### config.mk
export PLATFORM = sky130hd
export DESIGN_NAME = bubblesort_control
export DESIGN_NICKNAME = d
export VERILOG_FILES = /design/src/rtl/bubblesort_pkg.sv /design/src/rtl/bubblesort_ctrl_decode.sv /design/src/rtl/bubblesort_control.sv
export SDC_FILE = /design/constraint.sdc
export NUM_CORES = 1
export LEC_CHECK = 0
export BUFFER_PORTS_ARGS = -buffer_cell sky130_fd_sc_hd__buf_2
export CORE_AREA = 3 3 40 42
export DETAILED_ROUTE_END_ITERATION = 12
export DIE_AREA = 0 0 43 45
export PLACE_DENSITY = 0.72
export SETUP_SLACK_MARGIN = 0.1
export SLEW_MARGIN = 20
export SYNTH_ARGS = -nofsm -noshare
export SYNTH_HDL_FRONTEND = slang
export SYNTH_SLANG_ARGS = --single-unit
### constraint.sdc
create_clock -name clk -period 1.5 [get_ports clk]
set_input_delay 0.15 -clock clk [delete_from_list [all_inputs] [get_ports clk]]
set_output_delay 0.15 -clock clk [all_outputs]
set_load 0.02 [all_outputs]
### src/rtl/bubblesort_pkg.sv
// rtl/bubblesort_pkg.sv - shared state encoding and select/op constants for the bubble-sort control unit
package bubblesort_pkg;

  typedef enum logic [3:0] {
    IDLE    = 4'd0,
    INIT_I  = 4'd1,
    TEST_I  = 4'd2,
    INIT_J  = 4'd3,
    TEST_J  = 4'd4,
    READ_A  = 4'd5,
    READ_B  = 4'd6,
    COMPARE = 4'd7,
    WRITE_I = 4'd8,
    WRITE_J = 4'd9,
    INC_J   = 4'd10,
    INC_I   = 4'd11,
    DONE    = 4'd12
  } state_e;

  // op1 / address selects share the i=0, j=1 positions; op2 selects are a separate space
  localparam logic [1:0] SEL_I    = 2'd0;
  localparam logic [1:0] SEL_J    = 2'd1;
  localparam logic [1:0] SEL_A    = 2'd2;
  localparam logic [1:0] SEL_N    = 2'd0;
  localparam logic [1:0] SEL_B    = 2'd1;
  localparam logic [1:0] SEL_ONE  = 2'd2;
  localparam logic [1:0] SEL_ZERO = 2'd3;

  localparam logic OP_ADD = 1'b0;
  localparam logic OP_SUB = 1'b1;

endpackage

### src/rtl/bubblesort_ctrl_decode.sv
// rtl/bubblesort_ctrl_decode.sv - combinational state-to-output decoder (Moore outputs)
module bubblesort_ctrl_decode
  import bubblesort_pkg::*;
(
  input  logic [3:0] state_i,
  output logic       rd_o,
  output logic       wr_o,
  output logic       operation_o,
  output logic       clr_o,
  output logic       preset_o,
  output logic       m3_sel_o,
  output logic       m5_sel_o,
  output logic       m6_sel_o,
  output logic [1:0] m1_sel_o,
  output logic [1:0] m4_sel_o,
  output logic [1:0] m2_sel_o,
  output logic       ln_o,
  output logic       li_o,
  output logic       lj_o,
  output logic       lk_o,
  output logic       la_o,
  output logic       lb_o
);

  always_comb begin
    rd_o        = 1'b0;
    wr_o        = 1'b0;
    operation_o = OP_ADD;
    clr_o       = 1'b0;
    preset_o    = 1'b0;
    m3_sel_o    = 1'b0;
    m5_sel_o    = 1'b0;
    m6_sel_o    = 1'b0;
    m1_sel_o    = 2'd0;
    m4_sel_o    = 2'd0;
    m2_sel_o    = 2'd0;
    ln_o        = 1'b0;
    li_o        = 1'b0;
    lj_o        = 1'b0;
    lk_o        = 1'b0;
    la_o        = 1'b0;
    lb_o        = 1'b0;
    case (state_i)
      IDLE:   clr_o = 1'b1;
      INIT_I: begin
        li_o = 1'b1;
        ln_o = 1'b1;
      end
      TEST_I: begin
        m1_sel_o = SEL_I;
        m2_sel_o = SEL_N;
      end
      INIT_J: begin
        m1_sel_o = SEL_I;
        m2_sel_o = SEL_ONE;
        m6_sel_o = 1'b1;
        lj_o     = 1'b1;
      end
      TEST_J: begin
        m1_sel_o = SEL_J;
        m2_sel_o = SEL_N;
      end
      READ_A: begin
        m4_sel_o = SEL_I;
        rd_o     = 1'b1;
        la_o     = 1'b1;
      end
      READ_B: begin
        m4_sel_o = SEL_J;
        rd_o     = 1'b1;
        lb_o     = 1'b1;
      end
      COMPARE: begin
        m1_sel_o = SEL_A;
        m2_sel_o = SEL_B;
      end
      // swap: b goes to M[i], a goes to M[j]
      WRITE_I: begin
        m4_sel_o = SEL_I;
        m3_sel_o = 1'b1;
        wr_o     = 1'b1;
      end
      WRITE_J: begin
        m4_sel_o = SEL_J;
        wr_o     = 1'b1;
      end
      INC_J: begin
        m1_sel_o = SEL_J;
        m2_sel_o = SEL_ONE;
        m6_sel_o = 1'b1;
        lj_o     = 1'b1;
      end
      INC_I: begin
        m1_sel_o = SEL_I;
        m2_sel_o = SEL_ONE;
        m5_sel_o = 1'b1;
        li_o     = 1'b1;
      end
      DONE:    preset_o = 1'b1;
      default: ;
    endcase
  end

endmodule

### src/rtl/bubblesort_control.sv
// rtl/bubblesort_control.sv - bubble-sort control FSM: state register, next-state logic, output decoder
module bubblesort_control
  import bubblesort_pkg::*;
(
  input  logic       clk,
  input  logic       rst,
  input  logic       start,
  input  logic       lt,
  output logic       rd,
  output logic       wr,
  output logic       operation,
  output logic       clr,
  output logic       preset,
  output logic       m3_sel,
  output logic       m5_sel,
  output logic       m6_sel,
  output logic [1:0] m1_sel,
  output logic [1:0] m4_sel,
  output logic [1:0] m2_sel,
  output logic       ln,
  output logic       li,
  output logic       lj,
  output logic       lk,
  output logic       la,
  output logic       lb,
  output logic [3:0] state_out
);

  state_e state_q, state_d;

  always_ff @(posedge clk or posedge rst) begin
    if (rst) state_q <= IDLE;
    else     state_q <= state_d;
  end

  always_comb begin
    state_d = state_q;
    case (state_q)
      IDLE:    state_d = start ? INIT_I : IDLE;
      INIT_I:  state_d = TEST_I;
      TEST_I:  state_d = lt ? INIT_J : DONE;
      INIT_J:  state_d = TEST_J;
      TEST_J:  state_d = lt ? READ_A : INC_I;
      READ_A:  state_d = READ_B;
      READ_B:  state_d = COMPARE;
      // equal values take the swap path; exchanging them changes nothing
      COMPARE: state_d = lt ? INC_J : WRITE_I;
      WRITE_I: state_d = WRITE_J;
      WRITE_J: state_d = INC_J;
      INC_J:   state_d = TEST_J;
      INC_I:   state_d = TEST_I;
      DONE:    state_d = start ? DONE : IDLE;
      default: state_d = IDLE;
    endcase
  end

  assign state_out = state_q;

  bubblesort_ctrl_decode u_decode (
    .state_i     (state_q),
    .rd_o        (rd),
    .wr_o        (wr),
    .operation_o (operation),
    .clr_o       (clr),
    .preset_o    (preset),
    .m3_sel_o    (m3_sel),
    .m5_sel_o    (m5_sel),
    .m6_sel_o    (m6_sel),
    .m1_sel_o    (m1_sel),
    .m4_sel_o    (m4_sel),
    .m2_sel_o    (m2_sel),
    .ln_o        (ln),
    .li_o        (li),
    .lj_o        (lj),
    .lk_o        (lk),
    .la_o        (la),
    .lb_o        (lb)
  );

endmodule

# After elaboration in Yosys (flattened, before gate mapping)
# Cells that the tools add are included.
[op_classes]
eq_ne = 12
muxes = 20
reduce_logical = 8
[op_table]
columns = ["cell", "n"]
rows = [
  ["$pmux W4 S11", 1],
  ["$eq A4 B4 Y1 const B", 5],
  ["$eq A4 B3 Y1 const B", 4],
  ["$mux W1", 13],
  ["$mux W4", 3],
  ["$reduce_or A2 Y1", 6],
  ["$eq A4 B2 Y1 const B", 2],
  ["$pmux W2 S2", 2],
  ["$eq A4 B1 Y1 const B", 1],
  ["$logic_not A4 Y1", 1],
  ["$reduce_or A3 Y1", 1],
  ["$mux W2", 1],
]
[totals]
ff_bits = 4
input_bits = 4
wordCells = 41

# Longest topological paths before layout
# Gate-level depths: netlist of run 1.
[depth]
word_depth = 3
ltp_mapped = 5
depth_no_buf = 3

# Cells and area by module
# Synthesis of run 1 repeated with hierarchy kept, for this count alone.
[unflattened]
hier_cells = 68
hier_area_um2 = 526.8
[by_module_without_submodules]
columns = ["mod", "n_inst", "cells_each", "area_each_um2", "seq_area_each_um2"]
rows = [
  ["bubblesort_control", 1, 35, 299.0, 100.1],
  ["bubblesort_ctrl_decode", 1, 33, 227.7, 0.0],
]

# Worst setup path before layout of run 1
# Ideal clock, no wire load.
[synth_timing]
path_type = "register -> output"
startpoint = "reg state_q[2] (netlist: state_out[2])"
endpoint = "out clr"
arrival_time_ps = 1418
setup_slack_ps = -68
stages_incl_launch_ff = 4
path_buffers = 2
cell_sequence = "dfrtp_1 -> buf_6 -> buf_8 -> nor4_1"
[synth_via]
elab_chain_cells = 2
[synth_lines]
columns = ["item", "line_no", "text"]
rows = [
  ["from (decl)", "bubblesort_control.sv:29", "state_e state_q, state_d;"],
  ["from (signal assigned)", "bubblesort_control.sv:33", "else state_q <= state_d;"],
  ["$logic_not A4 Y1", "bubblesort_ctrl_decode.sv:43", "case (state_i)"],
  ["$mux W1", "bubblesort_ctrl_decode.sv:43", ""],
  ["to (decl)", "bubblesort_control.sv:12", "output logic clr,"],
]
# No other way between the ends.

# Worst setup path after layout of run 1
[layout_timing]
startpoint = "reg state_q[1] (netlist: state_out[1])"
endpoint = "out li"
[layout_via]
elab_chain_cells = 3
word_cells_on_any_way = 4
classes_between = "eq/ne (2); mux (1); reduce/logical (1)"
[layout_lines]
columns = ["item", "line_no", "text"]
rows = [
  ["$eq A4 B1 Y1 or $eq A4 B4 Y1 (tied branches)", "bubblesort_ctrl_decode.sv:43", ""],
  ["$reduce_or A2 Y1 (no line) (*)", "--", ""],
  ["$mux W1 (*)", "bubblesort_ctrl_decode.sv:43", ""],
  ["to (decl)", "bubblesort_control.sv:21", "output logic li,"],
]
# Every way passes the cells marked *; elsewhere a longest branch is shown, timed or not.

==> results of run 1 <==
[layout make-up]
cell class,instances,area share
Sequential cell,4,0.117
Clock buffer,3,0.0252
Inverter,5,0.0238
Tap cell,15,0.0210
Multi-Input combinational cell,48,0.427
Timing Repair Buffer,45,0.386
[through the flow]
stage / hold slack, ns / total power (W) / cell area [sq um] / cells
2_1_floorplan: -0.0839 / 0.00123 / 500 / 67
3_3_place_gp: 0.0304 / 0.00148 / 597 / 102
3_5_place_dp: 0.0333 / 0.00149 / 597 / 102
4_1_cts: 0.284 / 0.00189 / 743 / 115
5_1_grt: 0.296 / 0.00244 / 895 / 120
6_report: 0.306 / 0.00228 / 895 / 120
[per-layer routing]
layer  GRT usage  vias up  routed length [um]
met3      0.0239        6                 109
met2       0.287       23                 814
met5           0        -                   0
met4       0.133        0                  46
met1       0.178      286                 649
li1            -      300                   -
[cells in the mapped netlist, drive strengths merged]
library cell / n
nand3: 1
nand2: 5
or2: 1
nor2: 9
nor4: 2
nor2b: 1
conb: 1
o32ai: 1
xnor2: 2
o211a: 1
o32a: 1
a211oi: 2
o22ai: 2
o21ai: 2
xor2: 1
a21oi: 5
dfrtp: 4
buf: 10
a311o: 1
nor3: 5
inv: 5
nand2b: 3
[how the worst min path moves through the flow]
stage                              to  from  cells past startpoint  slack [ns]
3_5_place_dp   state_out[0]$_DFF_PP0_   rst                      2        0.03
5_1_grt        state_out[2]$_DFF_PP0_    lt                      3        0.30
4_1_cts        state_out[2]$_DFF_PP0_    lt                      3        0.28
2_1_floorplan  state_out[0]$_DFF_PP0_   rst                      1       -0.08
6_report       state_out[2]$_DFF_PP0_    lt                      3        0.31
3_3_place_gp   state_out[0]$_DFF_PP0_   rst                      2        0.03
[critical path, cell delays in order, from the launching register on]
cell and delay, ns:
dfrtp_2 0.48, buf_6 0.16, xor2_1 0.16, nor3_2 0.12
buf_4 0.16
[power breakdown]
group / internal [W] / switching [W] / total, W
Combinational: 0.000887 / 0.000962 / 0.00185
Clock: 0.0000895 / 0.0000452 / 0.000135
Sequential: 0.000171 / 0.000124 / 0.000295
[layout by cell type, fill, tap and decap left out, types with 2 or more instances in the layout]
cell      netlist  final
nor2_1          9      5
dfrtp_2         0      4
nand2_1         5      2
conb_1          1      3
buf_4           6     26
nor2_2          0      3
nor3_2          0      4
a21oi_1         5      3
clkbuf_4        0      3
buf_2           1     10
inv_1           3      3
a21oi_2         0      2
nand2b_4        0      2
o21ai_0         2      2
nand2_4         0      2
buf_6           2      8
[logic make-up after synthesis]
| group | Yosys count | share of synthesized area |
|---|---|---|
| AO/OA/AOI/OAI | 15 | 0.238 |
| AND/OR/NAND/NOR | 27 | 0.269 |
| XOR/XNOR | 3 | 0.0548 |
| flip-flops | 4 | 0.209 |
| buffers and inverters | 15 | 0.222 |
| other | 1 | 0.00783 |
[timing repair]
item                                    4_1_cts  5_1_grt
endpoints found under the setup margin       17       15
resized for setup                            16       30
pin swaps                                     3        5
buffers inserted                              9        5
endpoints found under the hold margin         4        0
hold buffers                                  1        0
==> metrics.txt, run 1 <==
Remaining Overflow, GRT 0; period utilization 0.978; CTS tree built; HPWL after DPL between 900 and 1000 um; I/O Buffers 24; residual DRC count 0; Clock Latency Late Sink about 0.24 ns; Worst Setup EP li; Crit Path Max Fanout 6; Fillers roughly 110; io pins 28; area of the die ~1900 sq um; # clock sinks 4; Hold Path Class in -> reg; largest net degree at the start of global routing 9; CP startpoint state_out[1]$_DFF_PP0_; maximum vdd drop between 0.001 and 0.0015 V; Core Util, Final 0.696; GPL Wtd Cong between 0.8 and 0.9; clock period minus worst slack approximately 1.5 ns; ratio of cells with drive above 1 in the final layout 0.695; max reg flops 4; htree depth 1; #FFs+latches synth 4; Root Driver clkbuf_4; setup_tns 0 ns; maximum clock path buffer count 2; Total Wirelength between 1500 and 2000 um; die height about 45 um; Storage cell area ~110 sq um; Rows 13; Yosys warning total 0; Fmax achieved around 680 MHz; wire length per cell 13.5 um; Worst Path Arrival roughly 1.3 ns; Seq/Total Area, Yosys 0.209; CTS buffer count 3; final-stage net count around 110; CP Data Required Time approximately 1.4 ns; antenna-violating nets left 0; first-pass GRT wire length ~2400 um; CP endpoint kind primary output; final hold viol count 0; Multi-input gate area 382 sq um; final setup fails 0; Cell Area, Synth 479 sq um; Cells after Synth 65; via/cell ratio 5.13; dpl ws ~0.15 ns; clock slew at reported path FFs ~0.040 ns; ratio of total power to cell area roughly 2500 nW/um^2; ant diodes 0; outcome completed; largest area contributor in the netlist dfrtp_1; Worst Setup Start Kind register; R2R Path Start state_out[1]$_DFF_PP0_; Crit Path Category reg -> out; die width roughly 43 um; number of global-route vias before repair about 600; worst reg-to-reg setup slack 0.18 ns; syn avg cell area ~7.4 sq um; drt pass-1 iters 4; Max Cap Viol 0; Yosys top cell area share 0.209; global-route usage over all layers 0.165; number of DRC markers in iteration 0 9; initial antenna violation count 0; Slew Limit Fails 0; worst reg2reg path depth 4; clk_skew about 0.0066 ns; core footprint 1280 sq um; final worst slack ~0.033 ns; area grow syn2layout 86.7%; DR vias between 600 and 700; Cell variety after synth 28; leading post-synthesis cells by cell area dfrtp_1 (21%), buf_4 (9.4%), nor2_1 (7.0%); unrepaired setup endpoints after global routing yes; Pleak 0.436 nW; FF-to-FF End state_out[3]$_DFF_PP0_; Starting Density 0.373
(Power assumes the default switching activity.)
==> run 2: changes to the inputs <==
ABC_AREA = 1   (was not set)
PLACE_DENSITY = not set   (was 0.72)
==> run 2 against run 1 <==
Worst setup slack improved by 0.050 ns. Synthesized cell count increased by 14%. Core utilization is 11 points lower. Critical path type unchanged. Highest routed layer unchanged.
==> metrics.txt, run 2 <==
outcome completed (unchanged); final worst slack 0.0827 ns (was 0.0332 ns); clock period minus worst slack 1.42 ns (was 1.47 ns); Cells after Synth 74 (was 65); Yosys warning total 0 (unchanged); fin cells 120 (unchanged); CP Data Required Time 1.35 ns (about the same); ratio of total power to cell area 2280 nW/um^2 (was 2550 nW/um^2); unrepaired setup endpoints after global routing yes (unchanged); Post-synth ARST share 1.00 (unchanged); Remaining Overflow, GRT 0 (unchanged); CTS tree built (unchanged); number of DRC markers in iteration 0 23 (was 9); top-count cell post-synth nand2_1 (was nor2_1); Root Driver clkbuf_4 (unchanged); first-pass GRT wire length 1930 um (was 2400 um); core footprint 1280 sq um (unchanged); Sw Pwr 0.000922 W (was 0.00113 W); Crit Path Max Fanout 6 (unchanged); Post-synth EDFFs 0 (unchanged); leading post-synthesis cells by cell area dfrtp_1 (24%), nand2_1 (20%), inv_1 (14%) (was dfrtp_1 (21%), buf_4 (9.4%), nor2_1 (7.0%)); Crit Path Category reg -> out (unchanged); drt pass-1 iters 4 (unchanged); syn avg cell area 5.55 sq um (was 7.37 sq um); area grow syn2layout 82.6% (was 86.7%); Clock Latency Late Sink 0.25 ns (was 0.24 ns); final-stage net count 111 (unchanged); Synth Flop Type dfrtp_1 (unchanged); area of the die 1940 sq um (unchanged); number of global-route vias before repair 456 (was 589); Slew Limit Fails 0 (unchanged); GPL Wtd Cong 0.820 (was 0.805); io pins 28 (unchanged); Hold Path Class in -> reg (unchanged); Worst Path Arrival 1.27 ns (was 1.32 ns); clock slew at reported path FFs 0.04 ns (about the same); initial antenna violation count 0 (unchanged); CTS buffer count 3 (unchanged); global-route usage over all layers 0.138 (was 0.165); Gate power share 0.755 (was 0.811); Sw Ratio 0.539 (was 0.497); Fillers 111 (was 105); largest net degree at the start of global routing 7 (was 9); Cell variety after synth 13 (was 28); clk_skew 0.00889 ns (was 0.00658 ns); I/O Buffers 24 (unchanged); wire length per cell 11.0 um (was 13.5 um); Sequential Power Share 0.162 (was 0.129); # clock sinks 4 (unchanged); commonest non-fill, non-tap cell in the layout nand2_1 (was buf_4); top cells by count, synth nand2_1 (22), inv_1 (15), nand3_1 (11) (was nor2_1 (9), buf_4 (6), a21oi_1 (5), nand2_1 (5), nor3_1 (5)); Internal 0.000789 W (was 0.00115 W); Fmax achieved 706 MHz (was 682 MHz); Cell Area, Synth 410 sq um (was 479 sq um); Yosys top cell area share 0.244 (was 0.209); setup_tns 0 ns (unchanged); Worst Setup Start Kind register (unchanged); DR vias 553 (was 615); max reg flops 4 (unchanged); residual DRC count 0 (unchanged); antenna-violating nets left 0 (unchanged); via/cell ratio 4.61 (was 5.13); dpl ws 0.238 ns (was 0.151 ns); ratio of cells with drive above 1 in the final layout 0.590 (was 0.695); maximum clock path buffer count 2 (unchanged); Total Wirelength 1320 um (was 1620 um); final setup fails 0 (unchanged); largest area contributor in the netlist dfrtp_1 (unchanged); period utilization 0.945 (was 0.978); die height 45 um (unchanged); Pleak 0.475 nW (was 0.436 nW); Seq/Total Area, Yosys 0.244 (was 0.209); Rows 13 (unchanged); htree depth 1 (unchanged); Starting Density 0.319 (was 0.373); CP endpoint kind primary output (unchanged); maximum vdd drop 0.000871 V (was 0.00137 V); final hold viol count 0 (unchanged); Placed Cells 110 (was 102); most frequent cells in the layout nand2_1 (14), buf_6 (11), nand3_1 (10), buf_4 (10) (was buf_4 (26), buf_2 (10), buf_6 (8), nor2_1 (5)); die width 43 um (unchanged); Max Cap Viol 0 (unchanged); #FFs+latches synth 4 (unchanged); ant diodes 0 (unchanged); HPWL after DPL 883 um (was 982 um); Clock power frac 0.083 (was 0.059)
run 2: final timing paths:
path / start / to / slack [ns] / cells past startpoint
min reg2reg: state_out[1]$_DFF_PP0_ / state_out[2]$_DFF_PP0_ / 0.69 / 3
max reg2reg: state_out[2]$_DFF_PP0_ / state_out[2]$_DFF_PP0_ / 0.28 / 7
max in group asynchronous: rst / state_out[1]$_DFF_PP0_ / 1.00 / 3
min: start / state_out[0]$_DFF_PP0_ / 0.13 / 3
min in group asynchronous: rst / state_out[0]$_DFF_PP0_ / 0.33 / 3
max: state_out[2]$_DFF_PP0_ / m4_sel[0] / 0.08 / 5
run 2: metrics by stage:
step | hold WS (ns) | area [sq um] | utilization | power (W)
2_1_floorplan | -0.0839 | 423 | - | 0.000885
3_3_place_gp | 0.0339 | 524 | 0.408 | 0.00114
3_5_place_dp | 0.0366 | 524 | 0.408 | 0.00114
4_1_cts | 0.122 | 608 | 0.473 | 0.00141
5_1_grt | 0.136 | 749 | 0.583 | 0.00185
6_report | 0.130 | 749 | 0.583 | 0.00171
run 2: repair_timing:
action / in CTS / in global routing
gates resized for setup: 10 / 45
buffers inserted: 4 / 2
hold buffers: 1 / 0
pin swaps: 1 / 8
endpoints found under the setup margin: 14 / 16
hold endpoints to repair: 4 / 0
run 2: final cells by class:
cell class	instances	area [sq um]	area share
sequential	4	105	0.140
tap	15	18.8	0.0250
clock buffer	3	22.5	0.0301
inverter	16	60.1	0.0801
multi-input combinational	51	289	0.386
timing repair buffer	31	254	0.339
run 2: cell families after synthesis:
kind of cell,share of synthesized area
AOI/OAI and AO/OA,0.0122
buffers and inverters,0.238
DFF,0.244
other,0.00914
and+or+nand+nor,0.497
run 2: worst max-delay path, cell delays in order, from the launching register on:
cell	delay [ns]
dfrtp_2	0.43
inv_2	0.07
nor2_4	0.18
nand2_2	0.12
nand2_2	0.10
buf_6	0.12
run 2: power by group through the flow:
stage               logic [W]  registers, W  clock network, W
finish                0.00129      0.000277          0.000142
global route          0.00140      0.000286          0.000164
CTS                   0.00101      0.000247          0.000152
detailed placement   0.000897      0.000240                 0
global placement     0.000903      0.000237                 0
floorplan            0.000599      0.000286                 0
run 2: per-layer routing:
metal,up-vias,track usage,part of all wire
met5,-,0,0
met4,0,0.0904,0.019
met3,4,0.0598,0.077
met2,24,0.198,0.51
met1,250,0.169,0.40
li1,275,-,-
